===== src/rtl/crc_stream_engine.sv =====
// crc_stream_engine: bit-serial, MSB-first streaming CRC generator/checker.
// A frame is one or more words delimited by in_last. Each word is shifted
// through the LFSR one bit per clock. The final remainder is XORed with
// XOR_OUT. In check mode the result is compared against a reference value,
// and a saturating counter tallies the failed checks.
module crc_stream_engine #(
  parameter int               CRC_W   = 32,
  parameter int               DATA_W  = 32,
  parameter logic [CRC_W-1:0] INIT    = {CRC_W{1'b1}},
  parameter logic [CRC_W-1:0] XOR_OUT = {CRC_W{1'b1}},
  parameter int               CNT_W   = 8
) (
  input  logic              clk,
  input  logic              rst,
  input  logic              mode_i,
  input  logic [CRC_W-1:0]  polynom_i,
  input  logic              in_valid,
  output logic              in_ready,
  input  logic [DATA_W-1:0] in_data,
  input  logic              in_last,
  input  logic [CRC_W-1:0]  crc_ref_i,
  output logic              out_valid,
  input  logic              out_ready,
  output logic [CRC_W-1:0]  crc_o,
  output logic              crc_ok_o,
  output logic [CNT_W-1:0]  err_cnt_o,
  output logic              busy_o
);

  localparam int IDX_W = (DATA_W > 1) ? $clog2(DATA_W) : 1;

  typedef enum logic [1:0] {
    ST_IDLE  = 2'd0,
    ST_SHIFT = 2'd1,
    ST_DONE  = 2'd2
  } state_t;

  // One LFSR step: feedback is the CRC MSB XOR the incoming data bit.
  function automatic logic [CRC_W-1:0] crc_step(input logic [CRC_W-1:0] crc,
                                                input logic             bit_in,
                                                input logic [CRC_W-1:0] poly);
    logic fb;
    fb = crc[CRC_W-1] ^ bit_in;
    return {crc[CRC_W-2:0], 1'b0} ^ (fb ? poly : {CRC_W{1'b0}});
  endfunction

  // Saturating increment: holds at all-ones instead of wrapping.
  function automatic logic [CNT_W-1:0] sat_inc(input logic [CNT_W-1:0] v);
    if (v == {CNT_W{1'b1}}) begin
      return v;
    end else begin
      return v + CNT_W'(1);
    end
  endfunction

  state_t              state_r;
  state_t              state_next_s;
  logic                first_r;
  logic                mode_r;
  logic [CRC_W-1:0]    poly_r;
  logic [CRC_W-1:0]    crc_r;
  logic [CRC_W-1:0]    ref_r;
  logic [DATA_W-1:0]   word_r;
  logic                last_r;
  logic [IDX_W-1:0]    cnt_r;
  logic                in_ready_r;
  logic                out_valid_r;
  logic [CRC_W-1:0]    crc_out_r;
  logic                crc_ok_r;
  logic [CNT_W-1:0]    err_cnt_r;
  logic                busy_r;

  logic                accept_s;
  logic                last_bit_s;
  logic [CRC_W-1:0]    crc_step_s;
  logic [CRC_W-1:0]    crc_final_s;
  logic                crc_ok_s;

  // Datapath helpers: handshake, next LFSR value and the finished result.
  always_comb begin
    accept_s    = in_valid && in_ready_r;
    last_bit_s  = (cnt_r == {IDX_W{1'b0}});
    crc_step_s  = crc_step(crc_r, word_r[DATA_W-1], poly_r);
    crc_final_s = crc_step_s ^ XOR_OUT;
    if (mode_r) begin
      crc_ok_s = (crc_final_s == ref_r);
    end else begin
      crc_ok_s = 1'b1;
    end
  end

  // Next-state logic for the IDLE/SHIFT/DONE controller.
  always_comb begin
    state_next_s = state_r;
    case (state_r)
      ST_IDLE: begin
        if (accept_s) begin
          state_next_s = ST_SHIFT;
        end else begin
          state_next_s = ST_IDLE;
        end
      end
      ST_SHIFT: begin
        if (last_bit_s) begin
          state_next_s = last_r ? ST_DONE : ST_IDLE;
        end else begin
          state_next_s = ST_SHIFT;
        end
      end
      ST_DONE: begin
        if (out_valid_r && out_ready) begin
          state_next_s = ST_IDLE;
        end else begin
          state_next_s = ST_DONE;
        end
      end
      default: begin
        state_next_s = ST_IDLE;
      end
    endcase
  end

  // State register.
  always_ff @(posedge clk) begin
    if (rst) begin
      state_r <= ST_IDLE;
    end else begin
      state_r <= state_next_s;
    end
  end

  // Frame capture, LFSR shifting, result registers and error counter.
  always_ff @(posedge clk) begin
    if (rst) begin
      first_r     <= 1'b1;
      mode_r      <= 1'b0;
      poly_r      <= {CRC_W{1'b0}};
      crc_r       <= {CRC_W{1'b0}};
      ref_r       <= {CRC_W{1'b0}};
      word_r      <= {DATA_W{1'b0}};
      last_r      <= 1'b0;
      cnt_r       <= {IDX_W{1'b0}};
      in_ready_r  <= 1'b1;
      out_valid_r <= 1'b0;
      crc_out_r   <= {CRC_W{1'b0}};
      crc_ok_r    <= 1'b0;
      err_cnt_r   <= {CNT_W{1'b0}};
      busy_r      <= 1'b0;
    end else begin
      case (state_r)
        ST_IDLE: begin
          if (accept_s) begin
            word_r <= in_data;
            last_r <= in_last;
            cnt_r  <= IDX_W'(DATA_W - 1);
            // Mode and polynomial are frozen for the whole frame.
            if (first_r) begin
              crc_r   <= INIT;
              mode_r  <= mode_i;
              poly_r  <= polynom_i;
              first_r <= 1'b0;
            end
            if (in_last) begin
              ref_r <= crc_ref_i;
            end
          end
        end
        ST_SHIFT: begin
          crc_r  <= crc_step_s;
          word_r <= word_r << 1;
          cnt_r  <= cnt_r - IDX_W'(1);
          if (last_bit_s && last_r) begin
            crc_out_r   <= crc_final_s;
            crc_ok_r    <= crc_ok_s;
            out_valid_r <= 1'b1;
            if (mode_r && !crc_ok_s) begin
              err_cnt_r <= sat_inc(err_cnt_r);
            end
          end
        end
        ST_DONE: begin
          if (out_ready) begin
            out_valid_r <= 1'b0;
            first_r     <= 1'b1;
          end
        end
        default: begin
          first_r <= 1'b1;
        end
      endcase
      in_ready_r <= (state_next_s == ST_IDLE);
      busy_r     <= (state_next_s != ST_IDLE);
    end
  end

  assign in_ready  = in_ready_r;
  assign out_valid = out_valid_r;
  assign crc_o     = crc_out_r;
  assign crc_ok_o  = crc_ok_r;
  assign err_cnt_o = err_cnt_r;
  assign busy_o    = busy_r;

endmodule


===== config.mk =====
export PLATFORM = sky130hd
export DESIGN_NAME = crc_stream_engine
export DESIGN_NICKNAME = d
export VERILOG_FILES = /design/src/rtl/crc_stream_engine.sv
export SDC_FILE = /design/constraint.sdc
export NUM_CORES = 1
export LEC_CHECK = 0
export ABC_CLOCK_PERIOD_IN_PS = 2500
export CAP_MARGIN = 10
export CORE_MARGIN = 5
export CORE_UTILIZATION = 35
export DETAILED_ROUTE_END_ITERATION = 12
export GPL_TIMING_DRIVEN = 0
export PLACE_DENSITY_LB_ADDON = 0.2
export SYNTH_ARGS = -nofsm -noshare
export SYNTH_HDL_FRONTEND = slang
export SYNTH_SLANG_ARGS = --single-unit
export TNS_END_PERCENT = 10

===== constraint.sdc =====
create_clock -name clk -period 2.5 [get_ports clk]
set_input_delay 0.75 -clock clk [delete_from_list [all_inputs] [get_ports clk]]
set_output_delay 0.75 -clock clk [all_outputs]
set_load 0.03 [all_outputs]

* Word-level counts from Yosys, hierarchy flattened *
Index checks and enable logic that the tools add are counted.

storage, ports and cells
  register bits = 182
  bits of input ports = 102
  output and inout port bits = 44

cells by class
  add/sub/neg operators = 2
  muxes and demuxes = 20
  reductions and logical operators = 20
  bitwise logic cells = 5
  equal/unequal tests = 8

operators by type and width
  kind                                              number
  2-to-1 mux 32 bit                                 4
  case mux 32 bit (2 select lines)                  2
  == test 32 bit                                    1
  NOT 32 bit                                        1
  bitwise XOR 32 bit                                1
  AND reduction 3 bit                               5
  case mux 5 bit (2 select lines)                   1
  adder 8 x 1 -> 8 bit, second input constant       1
  == test 8 bit, second input constant              1
  != test 2 bit, second input constant              4
  2-to-1 mux 1 bit                                  6
  2-to-1 mux 2 bit                                  3
  case mux 2 bit (3 select lines)                   1
  AND reduction 2 bit                               3
  nonzero test 2 bit                                3
  zero test 5 bit                                   1
  2-to-1 mux 5 bit                                  1
  subtractor 5 x 1 -> 5 bit, second input constant  1
  logical AND 1 bit                                 4
  zero test 2 bit                                   2
  AND reduction 4 bit                               1
  case mux 1 bit (3 select lines)                   1
  == test 2 x 1 -> 1 bit, second input constant     1
  == test 2 bit, second input constant              1
  4 further kinds                                   5

* Logic depth before layout (Yosys ltp) *
Gate-level depths: netlist of the first run.

  word-level depth = 9
  gate-level depth with buffers = 11
  depth with buffers taken out = 9

* Worst setup path before layout of the first run *
No wires, ideal clock.

  path type = register -> register
  start point = register word_r[31]
  end point = register err_cnt_r[0] (netlist: err_cnt_o[0])
  buffers on the path = 1
  path slack = 0.135 ns
  period minus slack after synthesis = 2.365 ns
  arrival = 2.244 ns
  stages on the path, launching flop included = 10
  cell sequence = dfxtp_1 > xor2_2 > buf_6 > and4_2 > a2111oi_2 > nand4_1 > nor4_2 > nand4_2 > nand2_1 > mux2_2

between the ends
  longest elaborated chain between the ends = 9

ends and longest elaborated chain
  what                                  line  RTL
  from (decl)                           63    logic [DATA_W-1:0] word_r;
  from (signal assigned)                140   word_r <= {DATA_W{1'b0}};
  from (signal assigned)                153   word_r <= in_data;
  from (signal assigned)                170   word_r <= word_r << 1;
  bitwise XOR 1 bit                     43    fb = crc[CRC_W-1] ^ bit_in;
  2-to-1 mux 32 bit                     44    return {crc[CRC_W-2:0], 1'b0} ^ (fb ? poly : {CRC_W{1'b0}});
  bitwise XOR 32 bit                    44
  NOT 32 bit (no source line)           n/a
  == test 32 bit                        86    crc_ok_s = (crc_final_s == ref_r);
  2-to-1 mux 1 bit                      85    if (mode_r) begin
  zero test 1 bit                       176   if (mode_r && !crc_ok_s) begin
  logical AND 1 bit                     176
  AND reduction 4 bit (no source line)  n/a
  to (signal assigned)                  147   err_cnt_r <= {CNT_W{1'b0}};
  to (signal assigned)                  177   err_cnt_r <= sat_inc(err_cnt_r);
  to (decl)                             70    logic [CNT_W-1:0] err_cnt_r;

No other way between the ends.
A chain may end at the register's enable or synchronous reset.

* Final worst setup path of the first run *
Same ends and word-level chain as after synthesis.

==> results of run 1 <==
[placed cells by master (no fill, tap or decap), drive strengths merged, types with 25 or more instances in the layout]
cell type | Yosys | routed
clkdlybuf4s50 | 0 | 144
dfxtp | 182 | 182
buf | 17 | 43
nor2 | 86 | 86
a21oi | 121 | 121
nand2 | 294 | 294
a221oi | 29 | 29
inv | 16 | 25
a311oi | 35 | 35
xor2 | 38 | 38
clkbuf | 59 | 77
[report_power, final]
| part | total [mW] | switching [mW] | internal, mW |
|---|---|---|---|
| combinational | 2.24 | 1.23 | 1.01 |
| sequential | 3.51 | 0.314 | 3.19 |
| clock | 2.78 | 1.24 | 1.53 |
[registers in the layout, summed over array words and instances (netlist names), 2 cells and up]
name       flops
cnt_r          5
crc_o         32
crc_r         32
err_cnt_o      8
poly_r        32
ref_r         32
state_r        2
word_r        32
[per-stage QoR]
stage / hold WS [ps] / setup slack [ps] / power (mW) / instances
CTS: 456 / -167 / 8.47 / 1547
global route: 468 / -328 / 8.89 / 1552
global placement: 444 / -852 / 5.28 / 1495
floorplan: 436 / 135 / 4.61 / 1032
finish: 451 / -275 / 8.52 / 1552
detailed placement: 446 / -813 / 5.30 / 1495
[layout make-up]
type | instances | area (um2)
fill | 2382 | 12000
clock buffer | 18 | 439
timing repair buffer | 171 | 1770
multi-input combinational | 758 | 4460
buffer | 75 | 345
clock inverter | 13 | 158
sequential | 182 | 3650
tap | 319 | 399
inverter | 16 | 60.1
[cells in the mapped netlist, drive strengths merged, types with 4 or more instances]
| cell | instances |
|---|---|
| a21oi | 121 |
| nor2b | 4 |
| inv | 16 |
| and3 | 10 |
| nand4 | 9 |
| nand3 | 13 |
| a21o | 5 |
| dfxtp | 182 |
| nor4 | 4 |
| a311oi | 35 |
| xnor2 | 14 |
| nand4b | 7 |
| clkbuf | 59 |
| a211oi | 8 |
| nand2 | 294 |
| nor2 | 86 |
| o21ai | 4 |
| nor3 | 14 |
| a221oi | 29 |
| buf | 17 |
| and4b | 4 |
| nand2b | 5 |
| xor2 | 38 |
| nand3b | 11 |
| a2111oi | 6 |
[path summary, 6_finish.rpt]
check	to	slack (ps)	from
min reg2reg	crc_o[13]	450	crc_o[13]
min	crc_o[13]	450	crc_o[13]
max	err_cnt_o[0]	-270	word_r[31]
max reg2reg	err_cnt_o[0]	-270	word_r[31]
[cells by family (layout without fill, tap and decap cells)]
family	count (synthesis)	count (layout)
AOI/OAI and AO/OA	227	227
xor gates and xnor gates	54	54
adders and majority gates	3	3
buffers and inverters	92	293
DFF	182	182
muxes	2	2
and+or+nand+nor	472	472
[per-layer routing]
layer	vias up	wire length (um)	GRT usage (%)
li1	3941	-	-
met1	3817	12700	28.8
met2	303	12600	32.5
met3	48	2070	4.82
met4	0	764	6.94
met5	-	0	0
[repair_timing]
item | CTS | global route
gates resized for setup | 60 | 12
setup buffers | 17 | 6
gates cloned | 4 | 0
hold buffers | 0 | 0
endpoints found under the setup margin | 63 | 62
pin swaps | 16 | 12
hold endpoints to repair | 0 | 0
[worst max-delay path, cell delays in order, from the launching register on]
cell and delay [ps]:
dfxtp_4 370, xor2_4 180, buf_6 160, buf_4 110, buf_6 140, a211oi_1 100
a2111oi_2 360, nand4_1 240, nor4_4 300, nand4_2 130, buf_6 180, nand2_2 70
mux2_2 310
==> impl_metrics.yaml, run 1 <==
global_route:
  grt_antenna_before_repair: 0
  grt_util_all_layers_pct: 20.9
  grt_overflow_total: 0
  grt_max_degree: 18
  grt_pass1_vias: 7810
  grt_first_pass_wirelength_um: 43400
synth:
  synth_top_family_by_area: "simple AND/OR/NAND/NOR gates"
  synth-adder-area-share_pct: 0.457
  synth_largest_area_cell: "dfxtp_1"
  synth_nets: 1137
  ys_async_sr_fraction_pct: 0
  ys_ff_latch: 182
  synthSimpleGateAreaFrac_pct: 25.1
  synthesis.area_um2: 8210
  ys_types: 62
  yosysWarnings: 0
  synth_compound_gate_area_share_pct: 18.7
  synthTopCellsByArea: "dfxtp_1 44%, nand2_1 13%, a21oi_1 7.4%, xor2_1 3.9%, nor2_1 3.9%"
  syn_area_per_cell_um2: 7.96
  synthFlopType: "dfxtp_1"
  synth_edf_count: 0
  yosys.area.top_type_share_pct: 44.4
  yosysSeqAreaShare_pct: 44.4
  synthXorXnorAreaFrac_pct: 6.31
  synthCells: 1032
  synth.area.mux_share_pct: 0.259
die:
  num_rows: 56
  fp.dieH_um: 163
  num_io_pins: 146
  die-area_um2: 26600
  core_um2: 23300
  start_util_pct: 35.3
  die_x_um: 163
power_and_ir_drop:
  p_per_area_nw_per_um2: 756
  ir_worst_vdd_v: 0.000422
  power_leakage_nw: 3.98
place:
  hpwlAfterDp_um: 20700
  port_buffers: 144
  placed_area_um2: 10100
  place.gp.congestion: 0.948
setup_path:
  cp_data_required_time_ps: 2820
  crit_path_end_kind: "flop"
  path_class: "reg2reg"
  cp-start-kind: "flop"
  arrival_ps: 3100
  rr_worst_depth: 12
  worstPathMaxFanout: 8
finish:
  drive_gt1_share_pct: 10.8
  syn2layout_area_growth_pct: 37.3
  antenna_cells: 0
  final_util_pct: 48.5
  final_cell_area_um2: 11300
  layout.nets: 1326
sta:
  setup_slack_ps: -275
  rsz0062_at_grt: "yes"
  max-slew-margin-rel_pct: 47.0
  setup_viol: 9
  layout_min_cycle_time_ps: 2770
  finalSetupTns_ps: -2040
  hold_viol: 0
  worst_pin_slew_ps: 796
  period_share_pct: 111
  finalMaxSlewViolations: 0
  clock_skew_ps: 12.9
  fmax_mhz: 360
drt:
  viasPerCell: 5.22
  vias: 8109
  wl_um: 28100
  dr.first_iter.drc_count: 561
  wl_per_cell_um: 18.1
  drt-pass1-iter-count: 5
  drc: 0
  ant_nets: 0
job:
  cap_viol_max_count: 0
hold_path:
  min_path_cells: 2
  hold_path.class: "reg2reg"
clock_tree:
  cts_buffers: 17
  cts_tree: "done"
  cts_sinks: 182
  clkLatencyLatePin_ps: 430
  root_buffer: "clkbuf_16"
  htreeDepth: 4
  path_clk_slew_ps: 70
  cts_buffer_depth: 2
status:
  outcome: "finished with violations"
  violations: "negative setup slack"
No activity file was read; power rests on OpenSTA's default activity.
==> run 2, diff against run 1 <==
--- a/config.mk
+++ b/config.mk
@@ -11,7 +11,8 @@
 export CORE_UTILIZATION = 35
 export DETAILED_ROUTE_END_ITERATION = 12
 export GPL_TIMING_DRIVEN = 0
-export PLACE_DENSITY_LB_ADDON = 0.2
+export PLACE_DENSITY = 0.65
+export SLEW_MARGIN = 30
 export SYNTH_ARGS = -nofsm -noshare
 export SYNTH_HDL_FRONTEND = slang
 export SYNTH_SLANG_ARGS = --single-unit
==> run 2 against run 1 <==
The flow still finishes with violations (negative setup slack); via count decreased by 0.78%; count of clock-buffer cells in the layout stayed put; global-route usage shrank 0.14 points; clock skew grew 1.4 ps; sequential power about the same; critical path depth grew 1; utilization is 0.89 points lower; largest power group unchanged; clock power about the same.
==> impl_metrics.yaml, run 2 (synthesis gave the netlist of run 1 again) <==
finish:
  final_cell_mix: "289 x nand2_1, 180 x dfxtp_1, 144 x clkdlybuf4s50_1"
  final_cell_area_um2: 11100
  layout.nets: 1314
  antenna_cells: 0
  syn2layout_area_growth_pct: 34.8
  mostFrequentLayoutCell: "nand2_1"
  final_util_pct: 47.6
  fillers: 2303
  drive_gt1_share_pct: 8.84
drt:
  wl_um: 28000
  wl_per_cell_um: 18.2
  vias: 8046
  ant_nets: 0
  dr.first_iter.drc_count: 486
  drt-pass1-iter-count: 5
  viasPerCell: 5.22
  drc: 0
clock_tree:
  htreeDepth: 4
  cts_tree: "done"
  cts_buffers: 17
  path_clk_slew_ps: 80
  clkLatencyLatePin_ps: 440
  cts_sinks: 182
  cts_buffer_depth: 2
  root_buffer: "clkbuf_16"
die:
  core_um2: 23300
  die_x_um: 163
  start_util_pct: 35.3
  fp.dieH_um: 163
  num_rows: 56
  die-area_um2: 26600
  num_io_pins: 146
setup_path:
  path_buf_inv: 5
  cp-start-kind: "flop"
  max_stage_delay_ps: 410
  arrival_ps: 3120
  crit_path_end_kind: "flop"
  worstPathMaxFanout: 8
  crit_chain: "xor2_4 > buf_8 > buf_12 > buf_12 > nand2_2 > xor3_4 > nor4_4 > and4_1 > nand4_2 > buf_6 > buf_8 > a21o_1 > a21oi_2"
  critPathSlowestCell: "dfxtp_4"
  cp_data_required_time_ps: 2880
  path_class: "reg2reg"
  cp_top_family: "simple AND/OR/NAND/NOR gates"
sta:
  hold_viol: 0
  layout_min_cycle_time_ps: 2740
  finalSetupTns_ps: -1680
  rsz0062_at_grt: "yes"
  finalMaxSlewViolations: 0
  clock_skew_ps: 14.2
  setup_slack_ps: -237
  worst_pin_slew_ps: 790
  max-slew-margin-rel_pct: 47.3
  setup_viol: 9
  fmax_mhz: 365
  period_share_pct: 109
power_and_ir_drop:
  ir_worst_vdd_v: 0.000453
  p_per_area_nw_per_um2: 753
  power.total_mw: 8.33
  power_leakage_nw: 3.87
place:
  port_buffers: 144
  hpwlAfterDp_um: 21200
  place.gp.congestion: 0.949
  pre_cts_slack_ps: -824
  placed_area_um2: 10100
global_route:
  grt_first_pass_wirelength_um: 42600
  grt_max_degree: 19
  grt_overflow_total: 0
  grt_pass1_vias: 7786
  grt_antenna_before_repair: 0
  grt_util_all_layers_pct: 20.8
status:
  outcome: "finished with violations"
  violations: "negative setup slack"
job:
  cap_viol_max_count: 0
hold_path:
  hold_path.class: "reg2reg"
## run 2: layer usage
metal	GRT usage [%]	wire [um]	part of all wire (%)	vias up
met1	26.4	12100	43	3826
met3	5.45	2050	7.3	40
met4	5.91	634	2.3	0
met2	34.9	13200	47	263
li1	-	-	-	3917
met5	0	0	0	-
## run 2: stage by stage
step	hold slack, ps	cells
floorplan	436	1032
global placement	444	1495
detailed placement	446	1495
CTS	455	1538
global route	477	1541
finish	454	1541
## run 2: layout make-up
type	instances	area [um2]	share of cell area, %
sequential	182	3650	33.0
tap	319	399	3.61
timing repair buffer	158	1640	14.8
buffer	76	362	3.27
inverter	16	60.1	0.543
multi-input combinational	758	4360	39.4
clock buffer	18	439	3.97
clock inverter	14	161	1.46
## run 2: where the power goes
group,switching (mW),leakage (nW),internal [mW]
Sequential,0.308,1.49,3.19
Clock,1.31,0.295,1.45
Combinational,1.16,2.09,0.908
## run 2: timing repair
item	4_1_cts	5_1_grt
gates resized for setup	38	14
pin swaps	15	12
cloned	1	1
buffers inserted	10	2
endpoints found under the setup margin	51	54
hold buffers	0	0
## run 2: tightest hold or removal path, delay by kind of cell, from the launching register on
family / cells / cell delay (ps)
flip-flops: 1 / 310
AND/OR/NAND/NOR: 1 / 50
AO/OA/AOI/OAI: 1 / 50
## run 2: path summary, 6_finish.rpt
path               from            to  slack [ps]  depth (start not counted)
min           crc_o[22]     crc_o[22]         450                          2
max reg2reg  word_r[31]  err_cnt_o[5]        -240                         13
min reg2reg   crc_o[22]     crc_o[22]         450                          2
max          word_r[31]  err_cnt_o[5]        -240                         13
==> run 3, diff against run 2 <==
--- a/config.mk
+++ b/config.mk
@@ -9,6 +9,7 @@
 export CAP_MARGIN = 10
 export CORE_MARGIN = 5
 export CORE_UTILIZATION = 35
+export CTS_CLUSTER_DIAMETER = 100
 export DETAILED_ROUTE_END_ITERATION = 12
 export GPL_TIMING_DRIVEN = 0
 export PLACE_DENSITY = 0.65
==> results of run 3 <==
Final layout, timing and power as in run 2 (identical DEF).
